--- src/rtl/arm_shift_unit.sv ---
// Iterative ARM register-controlled shifter (LSL/LSR/ASR/ROR/RRX).
// Shifts at most CHUNK bit positions per cycle and reports through a start/done handshake.
module arm_shift_unit #(
  parameter int CHUNK = 8
) (
  input  logic        clk,
  input  logic        rst_n,
  input  logic        start,
  input  logic [1:0]  shift_type,
  input  logic        rrx,
  input  logic [31:0] amount,
  input  logic [31:0] value,
  input  logic        carry_in,
  output logic        busy,
  output logic        done,
  output logic [31:0] result,
  output logic        carry_out
);

  // Handshake: start is accepted only in IDLE or DONE (ignored in SHIFT, never
  // queued); done is high for exactly the cycle result/carry_out become valid,
  // and both hold until the next accepted start reaches DONE.
  localparam logic [1:0] ST_IDLE  = 2'd0;
  localparam logic [1:0] ST_SHIFT = 2'd1;
  localparam logic [1:0] ST_DONE  = 2'd2;

  localparam int KW = $clog2(CHUNK + 1);

  localparam logic [1:0] OP_LSL = 2'b00;
  localparam logic [1:0] OP_LSR = 2'b01;
  localparam logic [1:0] OP_ASR = 2'b10;

  logic [1:0]  state_q, state_d;
  logic [5:0]  rem_q, rem_d;
  logic [31:0] word_q, word_d;
  logic        fill_q, fill_d;
  logic        cin_q, cin_d;
  logic [1:0]  op_q, op_d;
  logic        rrx_q, rrx_d;
  logic [31:0] result_q, result_d;
  logic        carry_out_q, carry_out_d;

  logic [7:0]  amt8;
  logic [5:0]  eff;
  logic        unused_amount_hi;

  logic [KW-1:0] k;
  logic [32:0]   lsl_full;
  logic [32:0]   lsr_full;
  logic [31:0]   asr_mask;
  logic [31:0]   ror_word;
  logic [31:0]   step_word;
  logic          step_carry;
  logic [5:0]    rem_next;

  assign amt8             = amount[7:0];
  assign unused_amount_hi = ^amount[31:8];

  // Effective amount: saturate where further shifting cannot change the outcome.
  always_comb begin
    eff = 6'd0;
    case (shift_type)
      OP_LSL, OP_LSR: eff = (amt8 > 8'd33) ? 6'd33 : amt8[5:0];
      OP_ASR:         eff = (amt8 > 8'd32) ? 6'd32 : amt8[5:0];
      default: begin
        if (rrx)                  eff = 6'd1;
        else if (amt8 == 8'd0)    eff = 6'd0;
        else if (amt8[4:0] == 5'd0) eff = 6'd32;
        else                      eff = {1'b0, amt8[4:0]};
      end
    endcase
  end

  // One SHIFT step of k positions; the extra bit in the 33-bit forms is the
  // last bit shifted out, which becomes the carry.
  always_comb begin
    k          = (rem_q > 6'(CHUNK)) ? KW'(CHUNK) : KW'(rem_q);
    lsl_full   = {1'b0, word_q} << k;
    lsr_full   = {word_q, 1'b0} >> k;
    asr_mask   = fill_q ? ~({32{1'b1}} >> k) : 32'd0;
    ror_word   = (word_q >> k) | (word_q << (6'd32 - 6'(k)));
    step_word  = word_q;
    step_carry = 1'b0;
    if (rrx_q) begin
      step_word  = {cin_q, word_q[31:1]};
      step_carry = word_q[0];
    end else begin
      case (op_q)
        OP_LSL: begin
          step_word  = lsl_full[31:0];
          step_carry = lsl_full[32];
        end
        OP_LSR: begin
          step_word  = lsr_full[32:1];
          step_carry = lsr_full[0];
        end
        OP_ASR: begin
          step_word  = lsr_full[32:1] | asr_mask;
          step_carry = lsr_full[0];
        end
        default: begin
          step_word  = ror_word;
          step_carry = ror_word[31];
        end
      endcase
    end
    rem_next = rem_q - 6'(k);
  end

  always_comb begin
    state_d     = state_q;
    rem_d       = rem_q;
    word_d      = word_q;
    fill_d      = fill_q;
    cin_d       = cin_q;
    op_d        = op_q;
    rrx_d       = rrx_q;
    result_d    = result_q;
    carry_out_d = carry_out_q;
    case (state_q)
      ST_IDLE, ST_DONE: begin
        if (start) begin
          word_d = value;
          fill_d = value[31];
          cin_d  = carry_in;
          op_d   = shift_type;
          rrx_d  = rrx && (shift_type == 2'b11);
          rem_d  = eff;
          if (eff == 6'd0) begin
            state_d     = ST_DONE;
            result_d    = value;
            carry_out_d = carry_in;
          end else begin
            state_d = ST_SHIFT;
          end
        end else begin
          state_d = ST_IDLE;
        end
      end
      ST_SHIFT: begin
        word_d = step_word;
        rem_d  = rem_next;
        if (rem_next == 6'd0) begin
          state_d     = ST_DONE;
          result_d    = step_word;
          carry_out_d = step_carry;
        end
      end
      default: state_d = ST_IDLE;
    endcase
  end

  always_ff @(posedge clk or negedge rst_n) begin
    if (!rst_n) begin
      state_q     <= ST_IDLE;
      rem_q       <= 6'd0;
      word_q      <= 32'd0;
      fill_q      <= 1'b0;
      cin_q       <= 1'b0;
      op_q        <= 2'b00;
      rrx_q       <= 1'b0;
      result_q    <= 32'd0;
      carry_out_q <= 1'b0;
    end else begin
      state_q     <= state_d;
      rem_q       <= rem_d;
      word_q      <= word_d;
      fill_q      <= fill_d;
      cin_q       <= cin_d;
      op_q        <= op_d;
      rrx_q       <= rrx_d;
      result_q    <= result_d;
      carry_out_q <= carry_out_d;
    end
  end

  assign busy      = (state_q == ST_SHIFT);
  assign done      = (state_q == ST_DONE);
  assign result    = result_q;
  assign carry_out = carry_out_q;

endmodule

--- config.mk ---
export PLATFORM = sky130hd
export DESIGN_NAME = arm_shift_unit
export DESIGN_NICKNAME = d
export VERILOG_FILES = /design/src/rtl/arm_shift_unit.sv
export SDC_FILE = /design/constraint.sdc
export NUM_CORES = 1
export LEC_CHECK = 0
export ABC_AREA = 1
export ABC_CLOCK_PERIOD_IN_PS = 4300
export BUFFER_PORTS_ARGS = -buffer_cell sky130_fd_sc_hd__buf_4
export CORE_UTILIZATION = 60
export DETAILED_ROUTE_END_ITERATION = 7
export PLACE_DENSITY = 0.85
export SLEW_MARGIN = 20
export SYNTH_ARGS = -nofsm -noshare
export SYNTH_HDL_FRONTEND = slang
export SYNTH_SLANG_ARGS = --single-unit
--- constraint.sdc ---
create_clock -name clk -period 4.3 [get_ports clk]
set_input_delay 0.215 -clock clk [delete_from_list [all_inputs] [get_ports clk]]
set_output_delay 0.215 -clock clk [all_outputs]
set_load 0.02 [all_outputs]
==> reports/summary.md, run 1 <==
### Outcome
• finished clean — run status

### Synthesis
• 100% — Post-synth ARST share
• 8570 um2 — netlist area before placement
• 1602 — net count after synthesis
• 40 — Unique masters post-synth
• nand2_1 26%, dfrtp_1 23%, nand3_1 19% — largest cells by area after synthesis
• 78 — Synth Register Bits
• 1523 — Post-Synthesis Cells
• nand2_1 — cell type contributing the most total cell area after synthesis
• 26.4% — top cell type's share of synthesized area
• 5.63 um2 — post-synthesis average cell area
• 0 — EDFF count, synth
• 0 — total of warnings raised by yosys
• 603 x nand2_1, 326 x nand3_1, 99 x inv_1 — most instantiated cells after synthesis
• 22.8% — share of the yosys chip area belonging to registers
• nand2_1 — leading cell type by number of instances after synthesis
• dfrtp_1 — ys flop type

### Floorplanning
• 14800 um2 — overall die area
• 43 — row count
• 106 — top-level port count
• 122 um — die boundary height
• 61.7% — initial standard-cell utilization of the core
• 13900 um2 — core area
• 122 um — horizontal extent of the die

### Clock network
• yes — clock tree from TritonCTS
• 2 — maximum count of clock buffers along a single path
• 0 — PostCTS Resize Cnt
• 78 — Num Clock Sinks
• 0 — Post-CTS Setup Repair Bufs
• 0 — cts-stage hold buffer count
• 9 — TritonCTS Buffers
• clkbuf_16 — root buffer cell
• 3 — deepest level of the CTS H-tree
• 350 ps — source-to-sink clock delay at the later pin of the worst-skew pair
• 70 ps — clock transition at the register clock pins on the worst setup and hold paths after CTS

### Final layout
• 1620 — number of nets at the end of the flow
• 9.53% — layout overhead on the synthesized area
• 9390 um2 — cell area after layout
• 9.70% — fraction of final layout cells sized beyond drive strength 1
• 0 — count of antenna diodes in the layout

### Timing
• 0 — number of max-slew violations in the final report
• 9.69 ps — clk_skew
• 1050 ps — worst slew pin tran
• 29.8% — Slew Limit Headroom
• 560 ps — Worst Slack Setup Final
• false — setup repair after global routing missed its margin
• 3740 ps — clock period minus final worst setup slack
• 0 — number of setup violations in the final report
• 0 ps — Total Neg Setup Slack
• 87.0% — final period utilization
• 267 MHz — fmax
• 0 — final hold violation count

### Setup path
• 27 — worst-path maximum fanout
• reg -> reg — path type of the worst setup path
• 460 ps — worst stage delay on the critical path
• inv_1 — cell with the largest stage delay on the worst path
• nor2_8, nand2_4, inv_4, nand2_2, ha_1, inv_1, ha_1, inv_1, buf_4, nand3_1, nand3_1, nand3_1, nand3_1, nand2_1, nand2_1, nand2_1, nand2_1, nand2_1, nand2_1, nand2_1 — cells along the critical path
• 4530 ps — Crit path required time
• nand2_1 — cell type with the highest occurrence count on the critical path
• 3970 ps — Arr. time, crit path
• flip-flop — launching element type of the critical path
• flip-flop — crit path capture type

### Global routing
• 79 — largest net degree at the start of global routing
• 48.1% — total routing usage reported by global routing
• 53800 um — wire length of the first global-routing pass
• 9917 — vias in the first global route
• 0 — gr ovfl total
• 0 — antenna violations before repair

### Placed design
• 81 — count of buffers inserted at the top-level ports
• 784 ps — pre-CTS setup slack
• 1.04 — routability congestion estimate from global placement
• 9090 um2 — instance area at placement
• 25900 um — total half-perimeter wirelength after legalization and detailed placement

### Min path
• in -> async — class of the most critical hold timing path

### Routing
• 11400 — number of vias in the routed layout
• 35400 um — aggregate routed wire length
• 0 — # DRC
• 20.5 um — Routed wire per std cell
• 8 — detailed-router iteration count before antenna repair
• 6.58 — number of vias per cell
• 0 — Final ANT Viol Nets
• 1948 — violation count after the first detailed-routing iteration

### Flow run
• 0 — number of maximum-capacitance constraint violations

==> cell families (layout without fill, tap and decap cells) <==
family,after synthesis,after routing,share of synthesized area (%)
buffers and inverters,207,230,10.5
adders and majority gates,8,8,1.17
AOI/OAI and AO/OA,182,182,11.7
DFF,78,78,22.8
muxes,1,1,0.131
and+or+nand+nor,1047,1047,53.7
==> registers in the layout, summed over array words and instances, names as in the netlist <==
| register | count |
|---|---|
| result | 32 |
| word_q | 32 |
| rem_q | 6 |
| op_q | 2 |
| state_q | 2 |
| carry_out | 1 |
| cin_q | 1 |
| fill_q | 1 |
| rrx_q | 1 |
==> layer usage <==
metal,global-route usage [%],routed length [um]
met1,65.7,13400
met2,71.4,15100
met3,13.0,5340
met4,20.2,1630
met5,0,0
==> per-stage QoR <==
stage,hold slack (ps),utilization (%),std cells
after floorplan,-80.6,-,1523
after global placement,420,65.5,1710
after detailed placement,425,65.5,1710
after CTS,63.2,67.6,1726
after global routing,120,67.6,1726
final,20.6,67.6,1726
==> placed cells by master, fill, tap and decap left out, types with 3 or more instances in the layout <==
cell type  netlist  final
dfrtp_1         78     78
o2111ai_1        4      4
clkbuf_16        0      9
nand4_1         41     41
nor2_8           3      3
a21oi_1         60     60
clkinv_1         3      3
or2_1            3      3
o21ai_0         53     53
o211ai_1        21     21
buf_4            9    105
ha_1             8      8
o21ai_1         35     35
nand3_2          3      3
nand3_1        326    326
inv_2            6      7
nor2_1          48     48
nand2_2          6      6
nand2_1        603    603
and2_1           3      3
inv_1           99     98
==> critical path, delay by kind of cell, from the launching register on <==
family | cells | cell delay, ps
AND/OR/NAND/NOR | 14 | 1500
adder cells (fa/ha/maj) | 2 | 500
buffers and inverters | 4 | 1180
flip-flops | 1 | 450
==> final cells by class <==
class | count | area [um2]
Clock buffer | 10 | 239
Clock inverter | 6 | 53.8
Fill cell | 1292 | 4490
Inverter | 109 | 412
Multi-Input combinational cell | 1238 | 5720
Sequential cell | 78 | 1950
Tap cell | 180 | 225
Timing Repair Buffer | 105 | 788
==> worst paths after layout <==
kind	startpoint	cells after the start	slack (ps)	endpoint
worst min register to register	word_q[19]	2	480	word_q[19]
worst max register to register	rem_q[4]	20	560	word_q[28]
min in group clk	value[31]	2	130	fill_q
worst max-delay path	rem_q[4]	20	560	word_q[28]
max in group asynchronous	rst_n	1	3640	word_q[13]
worst min-delay path	rst_n	1	20	result[5]
Power of run 1 is left out: the tool's default activity adds up to more than one toggle a clock period on the data nets, which glitch-free logic cannot reach.
==> inputs of run 2 (changes only) <==
BUFFER_PORTS_ARGS = -buffer_cell sky130_fd_sc_hd__buf_2   (was -buffer_cell sky130_fd_sc_hd__buf_4)
==> run 2 against run 1 <==
Final area is 1.5% lower. Maximum frequency is 2.0% higher. Final cell count barely moved. Global-route usage increased by 0.085 points. Setup slack better by 72 ps.
==> reports/summary.md, run 2 (synthesis results as in run 1) <==
### Outcome
• finished clean — run status

### Placed design
• 25300 um — total half-perimeter wirelength after legalization and detailed placement
• 81 — count of buffers inserted at the top-level ports
• 1711 — placed cell count
• 1.06 — routability congestion estimate from global placement

### Floorplanning
• 14800 um2 — overall die area
• 122 um — die boundary height
• 43 — row count
• 13900 um2 — core area
• 106 — top-level port count
• 61.7% — initial standard-cell utilization of the core
• 122 um — horizontal extent of the die

### Clock network
• yes — clock tree from TritonCTS
• 0 — PostCTS Resize Cnt
• 3 — deepest level of the CTS H-tree
• clkbuf_16 — root buffer cell
• 70 ps — clock transition at the register clock pins on the worst setup and hold paths after CTS
• 9 — TritonCTS Buffers
• 0 — Post-CTS Setup Repair Bufs
• 340 ps — source-to-sink clock delay at the later pin of the worst-skew pair
• 0 — cts-stage hold buffer count
• 78 — Num Clock Sinks
• 2 — maximum count of clock buffers along a single path

### Timing
• 0 — number of setup violations in the final report
• 273 MHz — fmax
• 85.3% — final period utilization
• 1140 ps — worst slew pin tran
• 3670 ps — clock period minus final worst setup slack
• false — setup repair after global routing missed its margin
• 8.60 ps — clk_skew
• 0 — number of max-slew violations in the final report
• 23.3% — Slew Limit Headroom
• 0 ps — Total Neg Setup Slack
• 0 — final hold violation count

### Setup path
• nor2_8, nand2_4, buf_4, nor2_8, ha_1, inv_1, nand3_1, nand3_1, nand3_1, nand3_1, nand2_1, nand2_1, nand2_1, nand2_1, nand2_1, nand2_1, nand2_1 — cells along the critical path
• 3890 ps — Arr. time, crit path
• 34 — worst-path maximum fanout
• 4520 ps — Crit path required time
• inv_1 — cell with the largest stage delay on the worst path
• nand2_1 — cell type with the highest occurrence count on the critical path
• 2 — critical path buffer and inverter count
• reg -> reg — path type of the worst setup path
• flip-flop — crit path capture type
• flip-flop — launching element type of the critical path
• 510 ps — worst stage delay on the critical path
• simple AND/OR/NAND/NOR gates — category of cells accounting for the largest share of critical-path delay

### Global routing
• 48.2% — total routing usage reported by global routing
• 53600 um — wire length of the first global-routing pass
• 0 — antenna violations before repair
• 79 — largest net degree at the start of global routing
• 9865 — vias in the first global route
• 0 — gr ovfl total

### Routing
• 0 — # DRC
• 6.52 — number of vias per cell
• 2050 — violation count after the first detailed-routing iteration
• 0 — Final ANT Viol Nets
• 11300 — number of vias in the routed layout
• 35400 um — aggregate routed wire length
• 7 — detailed-router iteration count before antenna repair
• 20.5 um — Routed wire per std cell

### Final layout
• 7.90% — layout overhead on the synthesized area
• 1321 — number of fill cells in the layout
• 1950 um2 — register area
• 603 x nand2_1, 326 x nand3_1, 98 x inv_1, 80 x buf_2, 78 x dfrtp_1 — commonest cells after routing, fill and taps aside
• 0 — count of antenna diodes in the layout
• nand2_1 — most frequent standard cell in the layout excluding fill and tap cells
• 1621 — number of nets at the end of the flow
• 1727 — non-filler instance count after layout
• 5720 um2 — combined area of the multi-input logic cells
• 66.6% — core utilization of the finished layout
• 9.83% — fraction of final layout cells sized beyond drive strength 1

### Flow run
• 0 — number of maximum-capacitance constraint violations

### Min path
• in -> async — class of the most critical hold timing path

## run 2: cell count changes in the layout (fill, tap and decap cells not counted)
cell	before	now
bufinv_16	0	2
nor2_2	2	3
nor2_1	48	47
buf_4	105	25
buf_12	0	1
clkbuf_8	1	0
inv_6	2	1
buf_2	0	80
## run 2: final timing paths
check | start | end | slack [ps] | cells after the start
max | rem_q[4] | word_q[28] | 630 | 17
min in group clk | value[31] | fill_q | 120 | 2
max in group asynchronous | rst_n | word_q[22] | 3640 | 1
min reg2reg | word_q[9] | word_q[9] | 480 | 2
min | rst_n | result[5] | 30 | 1
max reg2reg | rem_q[4] | word_q[28] | 630 | 17
## run 2: final cells by class
class	count	share of cell area [%]
Timing Repair Buffer	106	6.58
Clock inverter	7	1.14
Clock buffer	9	2.44
Multi-Input combinational cell	1238	61.9
Tap cell	180	2.44
Inverter	109	4.45
Sequential cell	78	21.1
## run 2: through the flow
stage / worst slack [ps] / hold slack [ps] / area, um2
final: 632 / 30.2 / 9250
after global routing: 518 / 112 / 9250
after CTS: 801 / 59.7 / 9250
after detailed placement: 849 / 424 / 8920
after global placement: 880 / 422 / 8910
after floorplan: 1210 / -80.6 / 8570
## run 2: layer usage
layer | GRT usage, % | part of all wire, % | vias up
met1 | 65.6 | 38 | 5057
met5 | 0 | 0 | -
met2 | 71.4 | 42 | 970
met3 | 13.5 | 16 | 131
li1 | - | - | 5098
met4 | 20.4 | 4.5 | 0
Power of run 2 is left out for the same reason.
==> inputs of run 3 (changes only) <==
HOLD_SLACK_MARGIN = 0.15   (was unset)
==> run 3 against run 2 <==
Die area unchanged. Register-to-register slack about the same. Routed wire length about the same. Worst hold slack improved by 130 ps. Global-route usage about the same. Flip-flop and latch count unchanged. Setup slack got worse by 13 ps. Maximum frequency decreased by 0.35%. Final area increased by 0.22%. Sequential share of layout area about the same. Count of clock-buffer cells in the layout unchanged.
==> reports/summary.md, run 3 (synthesis results as in run 1) <==
### Floorplanning
• 13900 um2 — core area
• 61.7% — initial standard-cell utilization of the core
• 43 — row count
• 106 — top-level port count
• 122 um — horizontal extent of the die
• 14800 um2 — overall die area
• 122 um — die boundary height

### Timing
• 0 — final hold violation count
• 85.6% — final period utilization
• 272 MHz — fmax
• 1110 ps — worst slew pin tran
• 0 — number of max-slew violations in the final report
• 0 ps — Total Neg Setup Slack
• 3680 ps — clock period minus final worst setup slack
• 25.3% — Slew Limit Headroom
• false — setup repair after global routing missed its margin
• 8.58 ps — clk_skew
• 0 — number of setup violations in the final report

### Global routing
• 65.7% — fraction of met1 tracks used by global routing
• 79 — largest net degree at the start of global routing
• 9883 — vias in the first global route
• 0 — gr ovfl total
• 48.2% — total routing usage reported by global routing
• 0 — antenna violations before repair
• 53600 um — wire length of the first global-routing pass
• 13.0% — met3 demand-to-capacity share in global routing
• met2 — most congested layer reported by global routing
• 71.4% — GR met2 Demand/Resource

### Setup path
• word_q[22] — end of the worst register-to-register path
• 15 — number of cells traversed by the worst register-to-register path
• 4550 ps — Crit path required time
• reg -> reg — path type of the worst setup path
• rem_q[4] — launching point of the worst reg2reg path
• flip-flop — crit path capture type
• 34 — worst-path maximum fanout
• flip-flop — launching element type of the critical path
• 3930 ps — Arr. time, crit path
• 620 ps — R2R Setup Slk

### Placed design
• 25300 um — total half-perimeter wirelength after legalization and detailed placement
• 81 — count of buffers inserted at the top-level ports
• 1.06 — routability congestion estimate from global placement

### Clock network
• 78 — Num Clock Sinks
• 0 — Post-CTS Setup Repair Bufs
• 70 ps — clock transition at the register clock pins on the worst setup and hold paths after CTS
• 2 — maximum count of clock buffers along a single path
• 0 — PostCTS Resize Cnt
• 9 — TritonCTS Buffers
• yes — clock tree from TritonCTS
• clkbuf_16 — root buffer cell
• 3 — deepest level of the CTS H-tree
• 340 ps — source-to-sink clock delay at the later pin of the worst-skew pair

### Routing
• 35400 um — aggregate routed wire length
• 2040 — violation count after the first detailed-routing iteration
• 7 — detailed-router iteration count before antenna repair
• 6.54 — number of vias per cell
• 20.5 um — Routed wire per std cell
• 11300 — number of vias in the routed layout
• 0 — # DRC
• 0 — Final ANT Viol Nets

### Final layout
• 8.13% — layout overhead on the synthesized area
• 0 — count of antenna diodes in the layout
• 1623 — number of nets at the end of the flow
• 1313 — number of fill cells in the layout
• nand2_1 — most frequent standard cell in the layout excluding fill and tap cells
• 603 x nand2_1, 326 x nand3_1, 98 x inv_1, 80 x buf_2, 78 x dfrtp_1 — commonest cells after routing, fill and taps aside
• 9.81% — fraction of final layout cells sized beyond drive strength 1

### Min path
• carry_in — Worst Hold Launch
• cin_q — destination of the worst hold path
• 3 — number of instances on the worst hold path
• in -> reg — class of the most critical hold timing path

### Outcome
• finished clean — run status

### Flow run
• 0 — number of maximum-capacitance constraint violations

## run 3: repair_timing
item	in CTS	in global routing
endpoints found under the hold margin	79	0
endpoints found under the setup margin	0	0
hold buffers	2	0
## run 3: area by class of cell
class                           instances  area [um2]  area share (%)
Multi-Input combinational cell       1238        5720            61.7
Sequential cell                        78        1950            21.1
Timing Repair Buffer                  108         628            6.78
Inverter                              109         412            4.44
Clock buffer                            9         225            2.43
Tap cell                              180         225            2.43
Clock inverter                          7         105            1.13
## run 3: critical path, cell delays in order, from the launching register on
cell     delay [ps]
dfrtp_1         450
nor2_8          420
nand2_4         100
buf_4           300
nor2_4          450
inv_2           240
nor2_1          240
buf_4           220
nand3_1         100
inv_2           260
nand2_1         120
nand4_1         190
nand2_1         140
nand2_1         140
nand2_1          80
o21ai_1         120
## run 3: worst max-delay path by stage
stage,startpoint,to,slack [ps],cells after the start
2_1_floorplan,rem_q[4],word_q[24],1210,23
3_3_place_gp,rem_q[3],word_q[11],880,12
3_5_place_dp,rem_q[4],result[29],850,20
4_1_cts,rem_q[4],result[29],800,20
5_1_grt,rem_q[4],result[25],530,18
6_report,rem_q[4],word_q[22],620,15
## run 3: metrics by stage
step / hold WS, ps / cell area [um2] / cells / worst slack (ps) / util, %
finish: 160 / 9270 / 1729 / 620 / 66.8
CTS: 157 / 9270 / 1729 / 801 / 66.8
global placement: 422 / 8910 / 1711 / 880 / 64.2
global route: 190 / 9270 / 1729 / 527 / 66.8
floorplan: -80.6 / 8570 / 1523 / 1210 / -
detailed placement: 424 / 8920 / 1711 / 849 / 64.2
## run 3: layer usage
metal  up-vias  wire length [um]
met5         -                 0
met4         0              1650
met2       953             14800
met1      5093             13700
li1       5106                 -
met3       148              5270
Power of run 3 is left out for the same reason.
